`config.mk`:
```
export PLATFORM = sky130hd
export DESIGN_NAME = popcount_seq_flat
export DESIGN_NICKNAME = d
export VERILOG_FILES = /design/src/rtl/popcount_seq_if.sv /design/src/rtl/popcount_seq.sv /design/src/flat_wrapper.sv
export SDC_FILE = /design/constraint.sdc
export NUM_CORES = 1
export LEC_CHECK = 0
export ABC_CLOCK_PERIOD_IN_PS = 3720
export CELL_PAD_IN_SITES_DETAIL_PLACEMENT = 0
export CELL_PAD_IN_SITES_GLOBAL_PLACEMENT = 1
export CORE_MARGIN = 2
export CORE_UTILIZATION = 37
export CTS_CLUSTER_DIAMETER = 30
export CTS_CLUSTER_SIZE = 8
export DETAILED_ROUTE_END_ITERATION = 8
export MAX_ROUTING_LAYER = met4
export PLACE_DENSITY_LB_ADDON = 0.08
export SLEW_MARGIN = 20
export SYNTH_ARGS = -nofsm -noshare
export SYNTH_HDL_FRONTEND = slang
export SYNTH_SLANG_ARGS = --single-unit
```
`constraint.sdc`:
```
create_clock -name clk -period 3.72 [get_ports clk]
set_input_delay 0.744 -clock clk [delete_from_list [all_inputs] [get_ports clk]]
set_output_delay 0.744 -clock clk [all_outputs]
set_load 0.02 [all_outputs]
```
`src/rtl/popcount_seq_if.sv`:
```
// Handshake and result bundle for the popcount_seq engine.
// The engine is the slave; the producer/consumer side is the master.
interface popcount_seq_if #(
    parameter int WIDTH = 32,
    parameter int ACC_W = 16
) ();
    localparam int CW = $clog2(WIDTH + 1);

    logic             in_valid;
    logic             in_ready;
    logic [WIDTH-1:0] in_data;
    logic             acc_en;
    logic [CW-1:0]    thresh;
    logic             out_valid;
    logic             out_ready;
    logic [CW-1:0]    out_count;
    logic             out_ge;
    logic             clr_acc;
    logic [ACC_W-1:0] acc;
    logic             acc_sat;

    modport slave (
        input  in_valid, in_data, acc_en, thresh, out_ready, clr_acc,
        output in_ready, out_valid, out_count, out_ge, acc, acc_sat
    );

    modport master (
        output in_valid, in_data, acc_en, thresh, out_ready, clr_acc,
        input  in_ready, out_valid, out_count, out_ge, acc, acc_sat
    );
endinterface

```
`src/rtl/popcount_seq.sv`:
```
// Multi-cycle ones counter: scans WIDTH bits CHUNK per cycle, presents the count
// under a valid/ready handshake and optionally adds it into a saturating accumulator.
module popcount_seq #(
    parameter int WIDTH = 32,
    parameter int CHUNK = 8,
    parameter int ACC_W = 16
) (
    input  logic              clk,
    input  logic              reset,
    popcount_seq_if.slave     bus
);
    localparam int NCH   = WIDTH / CHUNK;
    localparam int CW    = $clog2(WIDTH + 1);
    localparam int IDX_W = (NCH > 1) ? $clog2(NCH) : 1;
    localparam int SUM_W = ((ACC_W > CW) ? ACC_W : CW) + 1;

    localparam logic [IDX_W-1:0] LAST_IDX = IDX_W'(NCH - 1);
    localparam logic [ACC_W-1:0] ACC_MAX  = '1;

    typedef enum logic [1:0] {
        IDLE = 2'd0,
        BUSY = 2'd1,
        DONE = 2'd2
    } state_e;

    state_e            state_q, state_d;
    logic [WIDTH-1:0]  data_q, data_d;
    logic [IDX_W-1:0]  idx_q, idx_d;
    logic [CW-1:0]     count_q, count_d;
    logic              acc_en_q, acc_en_d;
    logic [ACC_W-1:0]  acc_q, acc_d;
    logic              acc_sat_q, acc_sat_d;

    logic [CW-1:0]     chunk_ones;
    logic [SUM_W-1:0]  acc_sum;

    // The word is shifted down each BUSY cycle, so the live chunk is always the low CHUNK bits.
    always_comb begin
        chunk_ones = '0;
        for (int i = 0; i < CHUNK; i++) begin
            chunk_ones = chunk_ones + CW'(data_q[i]);
        end
    end

    assign acc_sum = SUM_W'(acc_q) + SUM_W'(count_q);

    always_comb begin
        // NOTE: every signal gets a default before the case so no path leaves it unassigned (no latch).
        state_d   = state_q;
        data_d    = data_q;
        idx_d     = idx_q;
        count_d   = count_q;
        acc_en_d  = acc_en_q;
        acc_d     = acc_q;
        acc_sat_d = acc_sat_q;

        unique case (state_q)
            IDLE: begin
                if (bus.in_valid) begin
                    data_d   = bus.in_data;
                    acc_en_d = bus.acc_en;
                    count_d  = '0;
                    idx_d    = '0;
                    state_d  = BUSY;
                end
            end
            BUSY: begin
                count_d = count_q + chunk_ones;
                data_d  = data_q >> CHUNK;
                idx_d   = idx_q + 1'b1;
                if (idx_q == LAST_IDX) begin
                    state_d = DONE;
                end
            end
            DONE: begin
                if (bus.out_ready) begin
                    state_d = IDLE;
                    if (acc_en_q) begin
                        if (acc_sum > SUM_W'(ACC_MAX)) begin
                            acc_d     = ACC_MAX;
                            acc_sat_d = 1'b1;
                        end else begin
                            acc_d = acc_sum[ACC_W-1:0];
                        end
                    end
                end
            end
            default: state_d = IDLE;
        endcase

        // Clear wins over a coincident accumulate.
        if (bus.clr_acc) begin
            acc_d     = '0;
            acc_sat_d = 1'b0;
        end
    end

    always_ff @(posedge clk) begin
        // NOTE: sequential state uses non-blocking assignments so all flops update together.
        if (reset) begin
            state_q   <= IDLE;
            data_q    <= '0;
            idx_q     <= '0;
            count_q   <= '0;
            acc_en_q  <= 1'b0;
            acc_q     <= '0;
            acc_sat_q <= 1'b0;
        end else begin
            state_q   <= state_d;
            data_q    <= data_d;
            idx_q     <= idx_d;
            count_q   <= count_d;
            acc_en_q  <= acc_en_d;
            acc_q     <= acc_d;
            acc_sat_q <= acc_sat_d;
        end
    end

    assign bus.in_ready  = (state_q == IDLE);
    assign bus.out_valid = (state_q == DONE);
    assign bus.out_count = count_q;
    assign bus.out_ge    = (count_q >= bus.thresh);
    assign bus.acc       = acc_q;
    assign bus.acc_sat   = acc_sat_q;
endmodule

```
`src/flat_wrapper.sv`:
```
// flat-port wrapper written by rule: the top's interface ports become plain ports
module popcount_seq_flat 
#(
    parameter int WIDTH = 32,
    parameter int CHUNK = 8,
    parameter int ACC_W = 16
)
  (clk, reset, bus_in_valid, bus_in_data, bus_acc_en, bus_thresh, bus_out_ready, bus_clr_acc, bus_in_ready, bus_out_valid, bus_out_count, bus_out_ge, bus_acc, bus_acc_sat);
  popcount_seq_if #(.WIDTH(WIDTH), .ACC_W(ACC_W)) bus_i ();
  input  logic clk;
  input  logic reset;
  input wire logic [$bits(bus_i.in_valid)-1:0] bus_in_valid;
  input wire logic [$bits(bus_i.in_data)-1:0] bus_in_data;
  input wire logic [$bits(bus_i.acc_en)-1:0] bus_acc_en;
  input wire logic [$bits(bus_i.thresh)-1:0] bus_thresh;
  input wire logic [$bits(bus_i.out_ready)-1:0] bus_out_ready;
  input wire logic [$bits(bus_i.clr_acc)-1:0] bus_clr_acc;
  output wire logic [$bits(bus_i.in_ready)-1:0] bus_in_ready;
  output wire logic [$bits(bus_i.out_valid)-1:0] bus_out_valid;
  output wire logic [$bits(bus_i.out_count)-1:0] bus_out_count;
  output wire logic [$bits(bus_i.out_ge)-1:0] bus_out_ge;
  output wire logic [$bits(bus_i.acc)-1:0] bus_acc;
  output wire logic [$bits(bus_i.acc_sat)-1:0] bus_acc_sat;
  assign bus_i.in_valid = bus_in_valid;
  assign bus_i.in_data = bus_in_data;
  assign bus_i.acc_en = bus_acc_en;
  assign bus_i.thresh = bus_thresh;
  assign bus_i.out_ready = bus_out_ready;
  assign bus_i.clr_acc = bus_clr_acc;
  assign bus_in_ready = bus_i.in_ready;
  assign bus_out_valid = bus_i.out_valid;
  assign bus_out_count = bus_i.out_count;
  assign bus_out_ge = bus_i.out_ge;
  assign bus_acc = bus_i.acc;
  assign bus_acc_sat = bus_i.acc_sat;
  popcount_seq #(.WIDTH(WIDTH), .CHUNK(CHUNK), .ACC_W(ACC_W)) u_core (.clk(clk), .reset(reset), .bus(bus_i));
endmodule
```
==> impl_metrics.env, run 1 <==
export IMPL_clk_latency_ns=0.33
export IMPL_final_util_pct=50.9
export IMPL_cp_end_kind="primary output"
export IMPL_p_total_uw=1690
export IMPL_area_growth_pct=32.1
export IMPL_ios=70
export IMPL_path_cells="clkdlybuf4s50_1 > ha_1 > nand2b_1 > a21o_1 > a21o_1 > a21oi_1 > o21ai_0 > clkdlybuf4s50_1"
export IMPL_dp_hpwl_mm=5.73
export IMPL_placementRows=33
export IMPL_worstHoldPathCells=2
export IMPL_max_clock_freq_ghz=0.293
export IMPL_max_stage_delay_ns=0.54
export IMPL_routed_wl_mm=7.93
export IMPL_worstHoldPathType="flip-flop to flip-flop"
export IMPL_multi_input_area_sq_um=1810
export IMPL_power_density_nw_per_um2=402
export IMPL_rr_startpoint="u_core.data_q[0]"
export IMPL_synth_edf_count=0
export IMPL_critPathRequiredTime_ns=2.98
export IMPL_worst_setup_path_start_kind="input port"
export IMPL_swShare_pct=27.1
export IMPL_intPower_uw=1230
export IMPL_ys_seq_elements=60
export IMPL_skew_ns=0.00867
export IMPL_hold_violations=0
export IMPL_status="complete, no violations"
export IMPL_core_area_sq_um=8260
export IMPL_regToRegEndpoint="u_core.bus.out_count[4]"
export IMPL_synthDominantCellAreaShare_pct=37.8
export IMPL_p_leak_uw=0.00172
export IMPL_clkPwrFrac_pct=38.6
export IMPL_crit_start="bus_thresh[0]"
export IMPL_cts_tree="built"
export IMPL_slew_headroom_pct=51.2
export IMPL_grt_max_degree=45
export IMPL_dieArea_sq_um=9350
export IMPL_clk_pin_slew_ns=0.07
export IMPL_slowest_stage="clkdlybuf4s50_1"
export IMPL_setup_tns_ns=0
export IMPL_p_sw_uw=458
export IMPL_die_h_microns=96.7
export IMPL_cts_hold_buf=0
export IMPL_yosys_top_cells_area="dfxtp_1 38%, ha_1 9.8%, nor2_1 6.6%"
export IMPL_rsz0062_at_grt="false"
export IMPL_synth_area_leader_cell="dfxtp_1"
export IMPL_ant_nets=0
export IMPL_min_from="u_core.bus.acc_sat"
export IMPL_critPathTopFamily="buffers and inverters"
export IMPL_syn_inst=386
export IMPL_tightest_slew_ns=0.732
export IMPL_async_flop_share_pct=0
export IMPL_hold_ws_ns=0.446
export IMPL_arrival_ns=2.66
export IMPL_vias_per_cell=5.16
export IMPL_yosysSeqAreaShare_pct=37.8
export IMPL_max_cap_violations=0
export IMPL_post_cts_resized=0
export IMPL_antenna_found_initial=0
export IMPL_setup_viol_count_final=0
export IMPL_ir_drop_mv=0.176
export IMPL_synth_main_ff_cell="dfxtp_1"
export IMPL_regArea_sq_um=1200
export IMPL_grt_pass1_wl_mm=13.2
export IMPL_drc_errors=0
export IMPL_htreeDepth=3
export IMPL_reg2reg_depth=14
export IMPL_avgSynthCellArea_sq_um=8.24
export IMPL_netlist_area_sq_um=3180
export IMPL_diodes=0
export IMPL_critPathKind="input port to primary output"
export IMPL_ctsRootBufferMaster="clkbuf_8"
export IMPL_yosys_warnings=0
export IMPL_grt_use_total_pct=17.8
export IMPL_first_pass_iters=4
export IMPL_r2r_slack_ns=0.39
export IMPL_via_count=2913
export IMPL_slew_viol_final=0
export IMPL_n_fill_cell=845
export IMPL_final_period_utilization_pct=91.6
export IMPL_overflow=0
export IMPL_cts_setup_buffers=0
export IMPL_die_w_microns=96.7
export IMPL_clock_sinks=60
export IMPL_clock_path_buffers=2
export IMPL_first_global_vias=2648
export IMPL_place_gp_congestion=0.839
export IMPL_power_share_sequential_pct=41.8
export IMPL_synth_nets=460
export IMPL_synthDistinctLibCells=46
export IMPL_critPathBufInv=2
export IMPL_layout_commonest_cell="clkdlybuf4s50_1"
export IMPL_final_cell_mix="69 x clkdlybuf4s50_1, 60 x dfxtp_1, 56 x nor2_1"
export IMPL_post_route_min_period_ns=3.41
export IMPL_nets=528
export IMPL_cts_made_buffers=9
export IMPL_wire_per_inst_microns=14.1
export IMPL_drt_iter0_drc=112
export IMPL_layout_drive_gt1_share_pct=7.63
export IMPL_cp_max_fo=1
export IMPL_holdPathEnd="u_core.bus.acc_sat"
export IMPL_start_util_pct=38.5
export IMPL_port_buffers=69
export IMPL_pwr_share_comb_pct=19.6
logic make-up after synthesis:
group                    synth area share [%]
buffers and inverters                    5.43
AO/OA/AOI/OAI                            21.2
AND/OR/NAND/NOR                          20.9
flip-flops                               37.8
XOR/XNOR                                 1.65
adder cells (fa/ha/maj)                  13.0
flip-flops by register name (all words and copies together) (netlist names):
signal	count
u_core.bus.acc_sat	1
u_core.bus.acc	16
u_core.idx_q	2
u_core.data_q	32
u_core.bus.out_count	6
u_core.state_q	2
u_core.acc_en_q	1
power groups by stage:
stage | clock network (uW) | logic, uW | registers [uW]
2_1_floorplan | 0 | 207 | 720
3_3_place_gp | 0 | 332 | 720
3_5_place_dp | 0 | 336 | 721
4_1_cts | 665 | 336 | 707
5_1_grt | 693 | 381 | 711
6_report | 651 | 331 | 707
Yosys cell counts, types with 6 or more instances:
master,count
clkbuf_1,17
ha_1,25
inv_1,25
a21o_1,6
a22oi_1,12
a31oi_1,8
nand3_1,12
a21oi_1,41
nor4_1,10
nand2_1,33
dfxtp_1,60
o21ai_0,12
nor2_1,56
through the flow:
step,worst slack [ns],area [sq um],instances
after floorplan,0.533,3180,386
after global placement,0.322,3980,548
after detailed placement,0.314,3980,548
after CTS,0.308,4200,564
after global routing,0.169,4200,564
final,0.311,4200,564
layout make-up:
type	count	area share, %
well taps	105	3.13
repair buffers	77	17.9
inverters	25	2.23
clock buffers	12	3.45
flip-flops and latches	60	28.6
clock inverters	4	1.73
multi-input cells	281	43.0
routing by layer:
layer | routed length (microns) | global-route usage (%) | part of all wire, %
met3 | 290 | 3.68 | 3.7
met1 | 4180 | 25.7 | 53
met4 | 67 | 4.88 | 0.85
met5 | 0 | - | 0
met2 | 3390 | 25.4 | 43
worst reg2reg max path: cells and delay by family, from the launching register on:
family	cells	cell delay, ns
compound gates	3	0.36
xor+xnor	1	0.14
buf+inv	4	0.30
flops	1	0.31
fa+ha+maj	6	2.14
worst max path at each step:
stage	to	slack, ns	depth (start not counted)
after floorplan	u_core.bus.out_count[4]	0.53	14
after global placement	bus_out_ge	0.32	8
after detailed placement	bus_out_ge	0.31	8
after CTS	bus_out_ge	0.31	8
after global routing	u_core.bus.out_count[4]	0.17	14
final	bus_out_ge	0.31	8
No activity file was read; power rests on OpenSTA's default activity.
==> run 2: changes to the inputs <==
--- a/config.mk
+++ b/config.mk
@@ -5,7 +5,7 @@
 export SDC_FILE = /design/constraint.sdc
 export NUM_CORES = 1
 export LEC_CHECK = 0
-export ABC_CLOCK_PERIOD_IN_PS = 3720
+export ABC_CLOCK_PERIOD_IN_PS = 3800
 export CELL_PAD_IN_SITES_DETAIL_PLACEMENT = 0
 export CELL_PAD_IN_SITES_GLOBAL_PLACEMENT = 1
 export CORE_MARGIN = 2
==> constraint.sdc (replaced) <==
create_clock -name clk -period 3.8 [get_ports clk]
set_input_delay 0.76 -clock clk [delete_from_list [all_inputs] [get_ports clk]]
set_output_delay 0.76 -clock clk [all_outputs]
set_load 0.02 [all_outputs]
==> impl_metrics.env, run 2 (same netlist as run 1, synthesis figures left out) <==
export IMPL_cts_tree="built"
export IMPL_power_density_nw_per_um2=413
export IMPL_setup_viol_count_final=0
export IMPL_clock_path_buffers=2
export IMPL_r2r_slack_ns=0.40
export IMPL_holdPathEnd="u_core.bus.acc_sat"
export IMPL_die_h_microns=96.7
export IMPL_rsz0062_at_grt="false"
export IMPL_post_route_min_period_ns=3.44
export IMPL_arrival_ns=2.68
export IMPL_diodes=0
export IMPL_multi_input_area_sq_um=1810
export IMPL_slew_headroom_pct=42.7
export IMPL_cp_end_kind="primary output"
export IMPL_dp_hpwl_mm=5.83
export IMPL_slowest_stage="clkdlybuf4s50_1"
export IMPL_start_util_pct=38.5
export IMPL_worst_setup_path_start_kind="input port"
export IMPL_min_from="u_core.bus.acc_sat"
export IMPL_overflow=0
export IMPL_place_gp_congestion=0.842
export IMPL_cp_max_fo=1
export IMPL_die_w_microns=96.7
export IMPL_via_count=2943
export IMPL_first_pass_iters=4
export IMPL_status="complete, no violations"
export IMPL_hold_violations=0
export IMPL_layout_drive_gt1_share_pct=7.86
export IMPL_worstHoldPathType="flip-flop to flip-flop"
export IMPL_worstHoldPathCells=2
export IMPL_routed_wl_mm=8.13
export IMPL_grt_max_degree=47
export IMPL_nets=527
export IMPL_path_cells="clkdlybuf4s50_1 > ha_1 > nand2b_1 > a21o_1 > a21o_1 > a21oi_1 > o21ai_0 > clkdlybuf4s50_1"
export IMPL_clk_pin_slew_ns=0.07
export IMPL_reg2reg_depth=14
export IMPL_slew_viol_final=0
export IMPL_max_stage_delay_ns=0.54
export IMPL_htreeDepth=3
export IMPL_n_fill_cell=822
export IMPL_first_global_vias=2847
export IMPL_post_cts_resized=0
export IMPL_layout_commonest_cell="clkdlybuf4s50_1"
export IMPL_largest_register_ffs=32
export IMPL_ant_nets=0
export IMPL_max_clock_freq_ghz=0.290
export IMPL_core_area_sq_um=8260
export IMPL_cts_made_buffers=9
export IMPL_grt_pass1_wl_mm=13.7
export IMPL_grt_use_total_pct=18.3
export IMPL_critPathRequiredTime_ns=3.04
export IMPL_regToRegEndpoint="u_core.bus.out_count[4]"
export IMPL_regArea_sq_um=1200
export IMPL_critPathKind="input port to primary output"
export IMPL_ctsRootBufferMaster="clkbuf_8"
export IMPL_drc_errors=0
export IMPL_cts_hold_buf=0
export IMPL_antenna_found_initial=0
export IMPL_placementRows=33
export IMPL_clock_sinks=60
export IMPL_ir_drop_mv=0.181
export IMPL_ios=70
export IMPL_area_growth_pct=32.8
export IMPL_clk_latency_ns=0.34
export IMPL_wire_per_inst_microns=14.4
export IMPL_top_register="u_core.data_q"
export IMPL_final_cell_mix="69 x clkdlybuf4s50_1, 60 x dfxtp_1, 56 x nor2_1"
export IMPL_vias_per_cell=5.23
export IMPL_cts_setup_buffers=0
export IMPL_skew_ns=0.00450
export IMPL_p_leak_uw=0.00173
export IMPL_port_buffers=69
export IMPL_tightest_slew_ns=0.860
export IMPL_max_cap_violations=0
export IMPL_setup_tns_ns=0
export IMPL_drt_iter0_drc=152
export IMPL_final_util_pct=51.2
export IMPL_rr_startpoint="u_core.data_q[0]"
export IMPL_final_period_utilization_pct=90.6
export IMPL_dieArea_sq_um=9350
==> run 2: how the worst max path moves through the flow <==
| stage | startpoint | end |
|---|---|---|
| CTS | bus_thresh[0] | bus_out_ge |
| finish | bus_thresh[0] | bus_out_ge |
| floorplan | u_core.data_q[0] | u_core.bus.out_count[4] |
| global route | u_core.data_q[0] | u_core.bus.out_count[4] |
| global placement | bus_thresh[0] | bus_out_ge |
| detailed placement | bus_thresh[0] | bus_out_ge |
==> run 2: layout make-up <==
| type | count | share of cell area [%] |
|---|---|---|
| Clock inverter | 6 | 2.64 |
| Timing Repair Buffer | 76 | 17.6 |
| Tap cell | 105 | 3.11 |
| Inverter | 25 | 2.22 |
| Sequential cell | 60 | 28.4 |
| Clock buffer | 10 | 3.26 |
| Multi-Input combinational cell | 281 | 42.8 |
==> run 2: metal layers <==
metal | part of all wire (%) | wire (microns) | track usage (%)
met3 | 4.0 | 329 | 3.83
met4 | 1.2 | 95 | 6.07
met1 | 52 | 4210 | 26.2
met5 | 0 | 0 | -
met2 | 43 | 3500 | 25.8
==> run 2: stage by stage <==
stage	instances	power (uW)	hold slack, ns	cell area [sq um]	setup WS (ns)
CTS	563	1760	0.456	4230	0.342
floorplan	386	908	0.436	3180	0.613
finish	563	1740	0.448	4230	0.355
detailed placement	547	1040	0.447	3980	0.345
global route	563	1840	0.468	4230	0.208
global placement	547	1030	0.434	3980	0.377
==> run 2: worst max-delay path: cells and delay by family <==
family	cells	cell delay, ns
adder cells (fa/ha/maj)	1	0.21
buffers and inverters	2	1.00
AND/OR/NAND/NOR	1	0.14
AO/OA/AOI/OAI	4	0.57
==> run 2: where the power goes <==
| part | internal (uW) | switching (uW) | total [uW] | leakage, uW |
|---|---|---|---|---|
| Clock | 453 | 267 | 720 | 0.000122 |
| Sequential | 666 | 25.3 | 691 | 0.000490 |
| Combinational | 155 | 177 | 332 | 0.00112 |
==> run 3: changes to the inputs <==
--- a/config.mk
+++ b/config.mk
@@ -8,7 +8,6 @@
 export ABC_CLOCK_PERIOD_IN_PS = 3800
 export CELL_PAD_IN_SITES_DETAIL_PLACEMENT = 0
 export CELL_PAD_IN_SITES_GLOBAL_PLACEMENT = 1
-export CORE_MARGIN = 2
 export CORE_UTILIZATION = 37
 export CTS_CLUSTER_DIAMETER = 30
 export CTS_CLUSTER_SIZE = 8
==> impl_metrics.env, run 3 (same netlist as run 1, synthesis figures left out) <==
export IMPL_status="complete, no violations"
export IMPL_skew_ns=0.0127
export IMPL_cp_end_kind="primary output"
export IMPL_gr_usage_met1_pct=27.7
export IMPL_worstHoldPathType="flip-flop to flip-flop"
export IMPL_htreeDepth=3
export IMPL_cts_hold_buf=0
export IMPL_p_leak_uw=0.00170
export IMPL_clock_path_buffers=2
export IMPL_die_h_microns=94.7
export IMPL_fin_cells=563
export IMPL_reg2reg_depth=14
export IMPL_place_inst=547
export IMPL_use_met2_pct=28.8
export IMPL_holdPathEnd="u_core.bus.acc_sat"
export IMPL_largest_register_ffs=32
export IMPL_drc_errors=0
export IMPL_layout_commonest_cell="clkdlybuf4s50_1"
export IMPL_max_clock_freq_ghz=0.291
export IMPL_die_w_microns=94.7
export IMPL_grt_max_degree=47
export IMPL_regToRegEndpoint="u_core.bus.out_count[4]"
export IMPL_tightest_slew_ns=0.830
export IMPL_clk_pin_slew_ns=0.07
export IMPL_final_cell_mix="69 x clkdlybuf4s50_1, 60 x dfxtp_1, 56 x nor2_1"
export IMPL_wire_per_inst_microns=14.2
export IMPL_setup_viol_count_final=0
export IMPL_arrival_ns=2.68
export IMPL_final_period_utilization_pct=90.4
export IMPL_nets=527
export IMPL_ctsRootBufferMaster="clkbuf_8"
export IMPL_placementRows=33
export IMPL_critPathKind="input port to primary output"
export IMPL_power_density_nw_per_um2=375
export IMPL_drt_iter0_drc=96
export IMPL_max_cap_violations=0
export IMPL_setup_tns_ns=0
export IMPL_slew_viol_final=0
export IMPL_port_buffers=69
export IMPL_post_route_min_period_ns=3.44
export IMPL_ios=70
export IMPL_clock_sinks=60
export IMPL_cts_setup_buffers=0
export IMPL_cts_tree="built"
export IMPL_core_area_sq_um=8260
export IMPL_crit_start="bus_thresh[0]"
export IMPL_layout_drive_gt1_share_pct=7.64
export IMPL_top_register="u_core.data_q"
export IMPL_first_pass_iters=4
export IMPL_hold_violations=0
export IMPL_vias_per_cell=5.18
export IMPL_dieArea_sq_um=8970
export IMPL_r2r_slack_ns=0.46
export IMPL_slew_headroom_pct=44.7
export IMPL_grt_most_used_layer="met2"
export IMPL_rsz0062_at_grt="false"
export IMPL_cts_made_buffers=9
export IMPL_grt_use_total_pct=19.9
export IMPL_via_count=2919
export IMPL_antenna_found_initial=0
export IMPL_worst_setup_path_start_kind="input port"
export IMPL_critPathRequiredTime_ns=3.04
export IMPL_min_from="u_core.bus.acc_sat"
export IMPL_ir_drop_mv=0.193
export IMPL_clk_latency_ns=0.34
export IMPL_ant_nets=0
export IMPL_first_global_vias=2781
export IMPL_place_gp_congestion=0.804
export IMPL_start_util_pct=38.5
export IMPL_diodes=0
export IMPL_post_cts_resized=0
export IMPL_area_growth_pct=31.0
export IMPL_rr_startpoint="u_core.data_q[0]"
export IMPL_use_met3_pct=4.67
export IMPL_routed_wl_mm=7.98
export IMPL_overflow=0
export IMPL_cp_max_fo=1
export IMPL_dp_hpwl_mm=5.71
export IMPL_worstHoldPathCells=2
export IMPL_grt_pass1_wl_mm=13.3
-- run 3: power breakdown --
part	switching (uW)	total (uW)	leakage, uW	internal (uW)
combinational	173	326	0.00112	153
sequential	25.5	691	0.000490	666
clock	256	546	0.0000917	289
-- run 3: worst max path at each step --
| stage | endpoint | cells after the start |
|---|---|---|
| after floorplan | u_core.bus.out_count[4] | 14 |
| after CTS | bus_out_ge | 8 |
| after detailed placement | bus_out_ge | 8 |
| after global placement | bus_out_ge | 8 |
| final | bus_out_ge | 8 |
| after global routing | u_core.bus.out_count[4] | 14 |
-- run 3: final cells by class --
class / instances / area (sq um)
tap: 105 / 131
clock inverter: 3 / 20.0
timing repair buffer: 76 / 743
inverter: 25 / 93.8
fill: 839 / 4090
multi-input combinational: 281 / 1810
clock buffer: 13 / 169
sequential: 60 / 1200
-- run 3: metrics by stage --
stage / util (%) / total power, uW / setup WS [ns] / hold slack [ns] / area (sq um)
after floorplan: - / 908 / 0.613 / 0.436 / 3180
after global placement: 48.2 / 1030 / 0.372 / 0.436 / 3980
after detailed placement: 48.2 / 1040 / 0.363 / 0.441 / 3980
after CTS: 50.4 / 1590 / 0.352 / 0.455 / 4170
after global routing: 50.4 / 1670 / 0.166 / 0.479 / 4170
final: 50.4 / 1560 / 0.363 / 0.449 / 4170
-- run 3: critical path: stages --
cell	delay, ns
clkdlybuf4s50_1	0.47
ha_1	0.22
nand2b_1	0.14
a21o_1	0.17
a21o_1	0.17
a21oi_1	0.13
o21ai_0	0.09
clkdlybuf4s50_1	0.54
-- run 3: layer usage --
| layer | part of all wire, % | wire [microns] |
|---|---|---|
| met3 | 5.0 | 396 |
| met2 | 43 | 3410 |
| met4 | 0.96 | 77 |
| met5 | 0 | 0 |
| met1 | 51 | 4100 |
